`src/rtl/pc_seq_pkg.sv`:
```
// Shared definitions for the program-counter sequencer: FSM state encoding,
// datapath width and default reset vector / sequential step.
package pc_seq_pkg;

    localparam int PC_W = 32;

    localparam logic [PC_W-1:0] DEFAULT_RESET_VECTOR = 32'h0000_3000;
    localparam logic [PC_W-1:0] DEFAULT_PC_STEP      = 32'd4;

    typedef enum logic [1:0] {
        S_IDLE  = 2'd0,
        S_FETCH = 2'd1,
        S_EXEC  = 2'd2,
        S_HALT  = 2'd3
    } state_t;

endpackage

```
`src/rtl/pc_target_adder.sv`:
```
// Branch-target adder: sequential PC plus the pre-shifted, sign-extended offset.
// Plain modulo-2^32 add, no carry out.
module pc_target_adder
    import pc_seq_pkg::*;
(
    input  logic [PC_W-1:0] base,
    input  logic [PC_W-1:0] offset,
    output logic [PC_W-1:0] target
);

    assign target = base + offset;

endmodule

```
`src/rtl/pc_sequencer.sv`:
```
// Program counter owner: fetches over req/ack, holds on stall, selects PC+4 / branch / jump.
// Optional macro BRANCH_DELAY_SLOT_EN defers taken redirects by one slot instruction.
module pc_sequencer
    import pc_seq_pkg::*;
#(
    parameter logic [31:0] RESET_VECTOR = DEFAULT_RESET_VECTOR,
    parameter logic [31:0] PC_STEP      = DEFAULT_PC_STEP
) (
    input  logic        clk,
    input  logic        rst,
    output logic        imem_req,
    output logic [31:0] imem_addr,
    input  logic        imem_ack,
    output logic        instr_valid,
    input  logic        stall,
    input  logic        branch_take,
    input  logic [31:0] branch_off,
    input  logic        jump_en,
    input  logic [31:0] jump_target,
    output logic [31:0] pc_out,
    output logic [31:0] pc_plus4,
    output logic        pc_misalign,
    output logic [1:0]  fsm_state
);

    // Handshake: imem_req rises on entry to S_FETCH and stays high with a stable
    // imem_addr until a cycle in which imem_ack is sampled high at posedge clk.

    state_t      state;
    logic [31:0] pc;
    logic [31:0] branch_target;
    logic [31:0] redirect_pc;
    logic [31:0] next_pc;
    logic        redirect;

`ifdef BRANCH_DELAY_SLOT_EN
    logic        pend_valid;
    logic [31:0] pend_target;
`endif

    assign pc_out    = pc;
    assign imem_addr = pc;
    assign pc_plus4  = pc + PC_STEP;
    assign fsm_state = state;

    pc_target_adder u_target_adder (
        .base   (pc_plus4),
        .offset (branch_off),
        .target (branch_target)
    );

    always_comb begin
        redirect    = jump_en | branch_take;
        redirect_pc = jump_en ? jump_target : branch_target;
`ifdef BRANCH_DELAY_SLOT_EN
        // The slot instruction always falls through to the stored target.
        next_pc     = pend_valid ? pend_target : pc_plus4;
`else
        next_pc     = redirect ? redirect_pc : pc_plus4;
`endif
    end

    always_ff @(posedge clk) begin
        if (rst) begin
            state       <= S_IDLE;
            pc          <= RESET_VECTOR;
            imem_req    <= 1'b0;
            instr_valid <= 1'b0;
            pc_misalign <= 1'b0;
`ifdef BRANCH_DELAY_SLOT_EN
            pend_valid  <= 1'b0;
            pend_target <= '0;
`endif
        end else begin
            case (state)
                S_IDLE: begin
                    state    <= S_FETCH;
                    imem_req <= 1'b1;
                end
                S_FETCH: begin
                    if (imem_ack) begin
                        state       <= S_EXEC;
                        imem_req    <= 1'b0;
                        instr_valid <= 1'b1;
                    end
                end
                S_EXEC: begin
                    if (!stall) begin
                        pc          <= next_pc;
                        instr_valid <= 1'b0;
`ifdef BRANCH_DELAY_SLOT_EN
                        if (pend_valid) begin
                            pend_valid <= 1'b0;
                        end else if (redirect) begin
                            pend_valid  <= 1'b1;
                            pend_target <= redirect_pc;
                        end
`endif
                        // A misaligned PC is still committed so it can be inspected.
                        if (next_pc[1:0] != 2'b00) begin
                            pc_misalign <= 1'b1;
                            state       <= S_HALT;
                        end else begin
                            state    <= S_FETCH;
                            imem_req <= 1'b1;
                        end
                    end
                end
                default: begin
                    imem_req    <= 1'b0;
                    instr_valid <= 1'b0;
                end
            endcase
        end
    end

endmodule
```
`config.mk`:
```
export PLATFORM = sky130hd
export DESIGN_NAME = pc_sequencer
export DESIGN_NICKNAME = d
export VERILOG_FILES = /design/src/rtl/pc_seq_pkg.sv /design/src/rtl/pc_target_adder.sv /design/src/rtl/pc_sequencer.sv
export SDC_FILE = /design/constraint.sdc
export NUM_CORES = 1
export LEC_CHECK = 0
export BUFFER_PORTS_ARGS = -buffer_cell sky130_fd_sc_hd__buf_2
export CAP_MARGIN = 20
export CORE_AREA = 2 2 99 101
export CTS_CLUSTER_SIZE = 28
export DETAILED_ROUTE_END_ITERATION = 16
export DIE_AREA = 0 0 101 103
export GPL_TIMING_DRIVEN = 0
export PLACE_DENSITY = 0.8
export SKIP_LAST_GASP = 1
export SLEW_MARGIN = 15
export SYNTH_ARGS = -nofsm -noshare
export SYNTH_HDL_FRONTEND = slang
export SYNTH_SLANG_ARGS = --single-unit
```
`constraint.sdc`:
```
create_clock -name clk -period 3.6 [get_ports clk]
set_input_delay 0 -clock clk [delete_from_list [all_inputs] [get_ports clk]]
set_output_delay 0 -clock clk [all_outputs]
set_load 0.01 [all_outputs]
```
# Yosys cells after proc, flatten, opt, wreduce, memory -nomap -nowiden
# Index checks and enable logic that the tools add are counted.
[word_totals]
reg_bits = 37
latch_bits = 0
ram_bits = 0
romBits = 0
inputBits = 70
output_inout_bits = 101
word_cells = 36
memories = 0
[classes]
n_addsub = 2
mul = 0
div_mod_pow = 0
magnitude_cmp = 0
n_eq_ne = 5
shift = 0
mux = 13
bitwise = 3
n_reduce_logical = 8
[ops]
columns = ["cell", "count"]
rows = [
  ["two-way mux 32 bit", 2],
  ["adder 32 x 3 -> 32 bit (second input constant)", 1],
  ["adder 32 bit", 1],
  ["AND reduction 3 bit", 4],
  ["two-way mux 2 bit", 3],
  ["inequality test 2 bit (second input constant)", 3],
  ["case mux 1 bit (3 select lines)", 2],
  ["case mux 2 bit (3 select lines)", 1],
  ["two-way mux 1 bit", 5],
  ["nonzero test 3 bit", 1],
  ["== test 2 x 1 -> 1 bit (second input constant)", 1],
  ["== test 2 bit (second input constant)", 1],
  ["zero test 2 bit", 1],
  ["NOT 1 bit", 2],
  ["AND reduction 2 bit", 1],
  ["nonzero test 2 bit", 1],
  ["OR 1 bit", 1],
]

# Depth between registers and ports, before layout
# Gate-level depths: netlist (run 1).
[logic_depth]
depth_word = 8
mapped_depth = 15

# Hierarchy
# Synthesis (run 1) repeated with hierarchy kept, for this count alone.
[unflattened]
cells_unflattened = 655
hier_area_um2 = 4808.4
[modules_own_cells]
columns = ["module", "n_inst", "cells_per_inst", "area_each_um2"]
rows = [
  ["pc_sequencer", 1, 414, 3064.2],
  ["pc_target_adder", 1, 241, 1744.2],
]

# Worst setup path after synthesis (run 1)
# No wires, ideal clock.
[synth_path]
path_kind = "flip-flop to flip-flop"
start = "reg pc[14], in the netlist imem_addr[14]"
end = "reg pc[30], in the netlist imem_addr[30]"
setup_ns = 0.116
t_arrival_ns = 3.341
required_ns = 3.484
setup_slack_ns = 0.143
stages_incl_launch_ff = 14
cell_sequence = "dfxtp_1 -> and4_1 -> nand4_1 -> nor3_2 -> and3_1 -> xor2_1 -> ha_1 -> buf_6 -> a21o_2 -> a21oi_1 -> o21ai_0 -> a21o_1 -> or3_1 -> a41o_1"
[synth_via]
elab_chain_cells = 4
[synth_lines]
columns = ["item", "line", "rtl"]
rows = [
  ["start: declaration", "pc_sequencer.sv:30", "logic [31:0] pc;"],
  ["start signal: assignment", "pc_sequencer.sv:89", "pc <= next_pc;"],
  ["adder 32 x 3 -> 32 bit", "pc_sequencer.sv:43", "assign pc_plus4 = pc + PC_STEP;"],
  ["net pc_plus4[24]", "pc_sequencer.sv:21", "output logic [31:0] pc_plus4,"],
  ["adder 32 bit", "pc_target_adder.sv:11", "assign target = base + offset;"],
  ["two-way mux 32 bit", "pc_sequencer.sv:54", "redirect_pc = jump_en ? jump_target : branch_target;"],
  ["two-way mux 32 bit", "pc_sequencer.sv:59", "next_pc = redirect ? redirect_pc : pc_plus4;"],
]
# The timed path passes the listed nets, and every way through them passes these cells.
# A chain may end at the register's enable or synchronous reset.

# Worst setup path in the final report (run 1)
[layout_path]
start = "reg pc[3], in the netlist imem_addr[3]"
end = "reg pc[29], in the netlist imem_addr[29]"
[layout_via]
elab_chain_cells = 4
[layout_lines]
columns = ["item", "line"]
rows = [
  ["adder 32 x 3 -> 32 bit *", "pc_sequencer.sv:43"],
  ["adder 32 bit", "pc_target_adder.sv:11"],
  ["two-way mux 32 bit", "pc_sequencer.sv:54"],
  ["two-way mux 32 bit *", "pc_sequencer.sv:59"],
]
# Mark *: on every way between the ends. The rest lies on a longest branch, timed or not.

==> flow_metrics.py, run 1 <==
metrics = {
    "layout": {
        "nets": 930,
        "fillCellCount": 862,
        "area_delta_synth_final_pct": 34.1,
        "postLayoutCellArea_sq_mm": 0.00621,
        "final_cell_mix": "buf_2, a21oi_1, nand2_1",
        "layout_commonest_cell": "buf_2",
        "drive_gt1_frac": 0.377,
        "instances_no_fill": 930,
        "num_antenna_cells": 0,
    },
    "synthesis": {
        "yosysWarnings": 0,
        "syn_inst": 626,
        "synth_seq_cells": 37,
        "syn_nets": 741,
        "ys_async_sr_fraction": 0,
        "ys_types": 67,
        "ys_seq_area_frac": 0.160,
        "synth_area_sq_mm": 0.00463,
        "synth_ff_type": "dfxtp_1",
        "avgSynthCellArea_sq_um": 7.40,
        "synth-edff-count": 0,
    },
    "worst_setup_path": {
        "cp_num_buf_inv": 1,
        "r2r_cells": 13,
        "crit_arrival_ps": 3690,
        "worstSetupPathType": "flop to flop",
        "critPathRequiredTime_ps": 3770,
        "crit_family": "simple AND/OR/NAND/NOR gates",
        "cp-start-kind": "flop",
        "end_kind": "flop",
        "critical_path.slowest_cell": "a2111oi_2",
        "crit_cells": 13,
        "path_cells": "ha_2, and4_4, nand2_2, nor3_4, buf_4, and4_2, xor2_2, ha_1, a2111oi_2, a21oi_4, or3_1, nand3_1, a221oi_2",
        "crit_path_max_incr_delay_ps": 450,
        "cp_max_fo": 5,
    },
    "global_routing": {
        "grt_max_degree": 13,
        "grt_usage": 0.304,
        "antenna_found_initial": 1,
        "grt_pass1_wl_mm": 24.9,
        "overflow": 0,
        "grt_pass1_vias": 5049,
    },
    "timing": {
        "relSlewSlack": 0.525,
        "worst_pin_slew_ps": 712,
        "rsz0062_at_grt": "yes",
        "finalSetupViolCount": 0,
        "setup_tns_ps": 0,
        "finalHoldViolations": 0,
        "fmax_ghz": 0.284,
        "skew_ps": 6.83,
        "fin_crit_ps": 3520,
        "hold_slack_ps": 32.1,
        "period_share": 0.977,
        "slew_violations": 0,
    },
    "clock_tree": {
        "insertion_delay_ps": 300,
        "cts_made_buffers": 5,
        "path_clk_slew_ps": 80,
        "cts_buffer_depth": 2,
        "h-tree-depth": 2,
        "cts_root_buf": "clkbuf_8",
        "cts_sinks": 37,
        "cts_tree": "yes",
        "cts_hold_buf": 0,
    },
    "placement": {
        "port_buffers": 168,
        "place_area_sq_mm": 0.00561,
        "dp_hpwl_mm": 12.9,
        "gp_congestion": 0.934,
        "dp.cells": 908,
    },
    "hold_path": {
        "min_path_cells": 3,
        "hp-class": "input port to flop",
    },
    "detailed_routing": {
        "wl_mm": 17.1,
        "drt_iter0_markers": 376,
        "met1_length_mm": 7.02,
        "top_layer_used": "met5",
        "firstDrtPassIters": 5,
        "num_vias": 5553,
        "ant_nets": 0,
        "met3_length_mm": 1.46,
        "avgRoutedWirePerCell_microns": 18.3,
        "wl_met2_mm": 8.14,
        "drcViolationCount": 0,
        "viasPerCell": 5.97,
    },
    "pwr": {
        "irDropWorstVdd_mv": 0.194,
        "powerDensity_mw_per_mm2": 219,
        "p_leak_uw": 0.00309,
    },
    "die": {
        "die_x_microns": 101,
        "die_h_microns": 103,
        "io-pin-count": 171,
        "row_count": 36,
        "die_area_sq_mm": 0.0104,
        "initial_core_util": 0.490,
        "coreArea_sq_mm": 0.00946,
    },
    "flow_run": {
        "cap_violations": 0,
    },
    "status": {
        "status": "complete, no violations",
    },
}
-- power by group --
group	leakage (uW)	switching, uW	internal, uW	total [uW]
combinational	0.00272	291	215	505
sequential	0.000306	31.0	428	459
clock	0.0000574	168	225	394
-- registers in the layout (all words and copies together), names as in the netlist --
register / count
imem_addr: 32
pc_misalign: 1
imem_req: 1
fsm_state: 2
instr_valid: 1
-- cell usage after synthesis, types with 4 or more instances --
library cell,n,share of area
a211oi_1,10,0.016
a21o_1,13,0.021
a21oi_1,69,0.075
a31oi_1,6,0.0081
and2_1,7,0.0095
and3_1,10,0.014
and4_1,8,0.015
buf_4,35,0.057
clkbuf_1,17,0.014
dfxtp_1,37,0.16
ha_1,44,0.12
inv_1,16,0.013
mux2i_1,11,0.024
nand2_1,62,0.050
nand2b_1,10,0.014
nand3_1,24,0.026
nand4_1,8,0.011
nor2_1,50,0.041
nor2b_1,4,0.0054
nor3_1,12,0.013
o211a_1,4,0.0086
o211ai_1,13,0.021
o21ai_0,34,0.037
o22ai_1,4,0.0054
o31ai_1,6,0.0097
or3_1,6,0.0081
xnor2_1,25,0.047
xor2_1,19,0.036
-- worst paths after layout --
kind | startpoint | to | slack [ps]
setup / recovery | imem_addr[3]$_SDFFE_PP0P_ | imem_addr[29]$_SDFFE_PP0P_ | 80
hold / removal | jump_target[13] | imem_addr[13]$_SDFFE_PP1P_ | 30
hold reg to reg | pc_misalign$_SDFFE_PP0P_ | pc_misalign$_SDFFE_PP0P_ | 470
setup reg to reg | imem_addr[3]$_SDFFE_PP0P_ | imem_addr[29]$_SDFFE_PP0P_ | 80
-- tightest hold or removal path: stages --
cell     delay, ps
buf_2           90
o21ai_0         60
o21ai_0        150
-- routing by layer --
layer  up-vias  track usage
met2       308        0.540
met5         -            0
met4         2       0.0956
met3        35       0.0420
met1      2571        0.383
li1       2637            -
-- per-stage QoR --
step,total power [uW],utilization,worst slack (ps)
after floorplan,766,-,143
after global placement,921,0.594,-199
after detailed placement,929,0.594,-240
after CTS,1320,0.622,6.03
after global routing,1430,0.656,-36.3
final,1360,0.656,81.1
-- logic make-up after synthesis --
family                   share of synthesized area
buffers and inverters                       0.0938
XOR/XNOR                                    0.0867
AND/OR/NAND/NOR                              0.230
multiplexers                                0.0262
flip-flops                                   0.160
adder cells (fa/ha/maj)                      0.123
AO/OA/AOI/OAI                                0.280
-- timing repair --
item | CTS | global route
resized for setup | 21 | 61
setup buffers | 6 | 8
cloned | 0 | 0
setup endpoints to repair | 11 | 16
pin swaps | 3 | 9
-- area by class of cell --
class / instances / area [sq um] / area share
sequential: 37 / 761 / 0.123
buffer: 58 / 374 / 0.0602
multi-input combinational: 515 / 3810 / 0.613
timing repair buffer: 182 / 946 / 0.152
clock buffer: 6 / 82.6 / 0.0133
clock inverter: 2 / 37.5 / 0.00604
inverter: 16 / 60.1 / 0.00967
tap: 114 / 143 / 0.0230
Note: power is estimated with default switching activity, not from simulation.
==> run 2: changes to the inputs <==
--- a/config.mk
+++ b/config.mk
@@ -12,7 +12,7 @@
 export DETAILED_ROUTE_END_ITERATION = 16
 export DIE_AREA = 0 0 101 103
 export GPL_TIMING_DRIVEN = 0
-export PLACE_DENSITY = 0.8
+export PLACE_DENSITY = 0.9
 export SKIP_LAST_GASP = 1
 export SLEW_MARGIN = 15
 export SYNTH_ARGS = -nofsm -noshare
==> run 2 against run 1 <==
Total power is 7.5% lower; clock skew is essentially flat; register-to-register slack worse by 40 ps; clock-buffer cell count is 1 higher; first-iteration DRC count rose by 37%; critical path depth is 1 higher; core utilization decreased by 0.46 points; sequential power about the same; critical endpoint is now imem_addr[31]$_SDFFE_PP0P_; clock power shrank 23%; fmax down 1.2%; flip-flop and latch count stayed put; largest power group unchanged.
==> flow_metrics.py, run 2 (synthesized netlist as in run 1, its figures left out) <==
metrics = {
    "clock_tree": {
        "path_clk_slew_ps": 80,
        "h-tree-depth": 2,
        "cts_sinks": 37,
        "cts_tree": "yes",
        "insertion_delay_ps": 290,
        "cts_hold_buf": 0,
        "cts_made_buffers": 5,
        "cts_buffer_depth": 2,
        "cts_root_buf": "clkbuf_8",
    },
    "detailed_routing": {
        "ant_nets": 0,
        "wl_mm": 16.6,
        "drcViolationCount": 0,
        "firstDrtPassIters": 5,
        "avgRoutedWirePerCell_microns": 17.8,
        "num_vias": 5691,
        "viasPerCell": 6.10,
        "drt_iter0_markers": 515,
    },
    "global_routing": {
        "grt_usage": 0.296,
        "antenna_found_initial": 0,
        "grt_pass1_vias": 5053,
        "grt_max_degree": 11,
        "overflow": 0,
        "grt_pass1_wl_mm": 24.7,
    },
    "worst_setup_path": {
        "worstSetupPathType": "flop to flop",
        "r2r_start": "imem_addr[10]$_SDFFE_PP0P_",
        "reg2reg_setup_slack_ps": 40,
        "r2r_cells": 14,
        "r2r-end": "imem_addr[31]$_SDFFE_PP0P_",
        "cp_max_fo": 5,
        "cp-start-kind": "flop",
        "end_kind": "flop",
        "crit_arrival_ps": 3790,
        "critPathRequiredTime_ps": 3830,
    },
    "die": {
        "io-pin-count": 171,
        "coreArea_sq_mm": 0.00946,
        "initial_core_util": 0.490,
        "die_area_sq_mm": 0.0104,
        "die_x_microns": 101,
        "die_h_microns": 103,
        "row_count": 36,
    },
    "layout": {
        "largest_reg_flops": 32,
        "ff_latch_area_sq_um": 772,
        "num_antenna_cells": 0,
        "fillCellCount": 807,
        "area_delta_synth_final_pct": 33.2,
        "multi_input_area_sq_mm": 0.00375,
        "layout_commonest_cell": "buf_2",
        "instances_no_fill": 933,
        "final_cell_mix": "buf_2, a21oi_1, nand2_1",
        "nets": 934,
        "drive_gt1_frac": 0.374,
    },
    "hold_path": {
        "holdCritStartpoint": "jump_target[13]",
        "min_path_cells": 3,
        "hold-path-endpoint": "imem_addr[13]$_SDFFE_PP1P_",
        "hp-class": "input port to flop",
    },
    "timing": {
        "hold_slack_ps": 8.42,
        "skew_ps": 7.18,
        "worst_pin_slew_ps": 714,
        "rsz0062_at_grt": "yes",
        "fin_crit_ps": 3560,
        "period_share": 0.989,
        "finalHoldViolations": 0,
        "slew_violations": 0,
        "fmax_ghz": 0.281,
        "relSlewSlack": 0.524,
        "finalSetupViolCount": 0,
    },
    "flow_run": {
        "cap_violations": 0,
    },
    "placement": {
        "port_buffers": 168,
        "gp_congestion": 0.956,
        "dp_hpwl_mm": 12.3,
        "dp.cells": 908,
    },
    "status": {
        "status": "complete, no violations",
    },
    "pwr": {
        "powerDensity_mw_per_mm2": 204,
        "irDropWorstVdd_mv": 0.125,
        "p_leak_uw": 0.00310,
    },
}
==> run 2: worst max path at each step <==
stage | startpoint | to | slack, ps
after floorplan | imem_addr[14]$_SDFFE_PP0P_ | imem_addr[30]$_SDFFE_PP0P_ | 140
after global placement | imem_addr[2]$_SDFFE_PP0P_ | imem_addr[27]$_SDFFE_PP0P_ | -200
after detailed placement | imem_addr[2]$_SDFFE_PP0P_ | imem_addr[29]$_SDFFE_PP0P_ | -210
after CTS | imem_addr[4]$_SDFFE_PP0P_ | imem_addr[28]$_SDFFE_PP0P_ | -20
after global routing | imem_addr[10]$_SDFFE_PP0P_ | imem_addr[30]$_SDFFE_PP0P_ | -110
final | imem_addr[10]$_SDFFE_PP0P_ | imem_addr[31]$_SDFFE_PP0P_ | 40
==> run 2: metrics by stage <==
step	power, uW	area (sq um)	setup slack (ps)	util	TNS (ps)
5_1_grt	1320	6170	-115	0.652	-271
6_report	1260	6170	38.7	0.652	0
2_1_floorplan	766	4630	143	-	0
3_3_place_gp	916	5610	-202	0.594	-935
3_5_place_dp	923	5610	-211	0.594	-1080
4_1_cts	1220	5820	-23.8	0.615	-23.8
==> run 2: layer usage <==
metal	GRT usage	share of wire	vias to the layer above	routed length, microns
met5	0	0	-	0
met2	0.514	0.48	359	7890
met1	0.380	0.39	2629	6480
met4	0.105	0.038	0	631
li1	-	-	2639	-
met3	0.0339	0.097	64	1610
==> run 2: what timing repair did <==
item                                    CTS  global route
pin swaps                                 4             9
endpoints found under the setup margin    9            14
setup buffers                             6            12
gates resized for setup                  16            62
==> run 2: layout make-up <==
cell class | count | area share
tap | 114 | 0.0231
sequential | 37 | 0.125
multi-input combinational | 515 | 0.609
timing repair buffer | 186 | 0.158
clock buffer | 7 | 0.0140
inverter | 16 | 0.00974
buffer | 58 | 0.0607
==> run 2: power breakdown <==
group	switching, uW	leakage (uW)	internal, uW
combinational	284	0.00275	214
clock	149	0.0000443	152
sequential	31.2	0.000308	426
==> run 2: critical path: stages, from the launching register on <==
cell and delay [ps]:
dfxtp_4 390, and4_4 250, nand4_1 190, buf_4 220
nor3_4 320, buf_4 180, nand2_1 90, xnor2_1 180
ha_1 340, nand3_1 140, nor3_2 250, o211a_1 270
nor4_2 60, or4_1 520, nand3_1 90
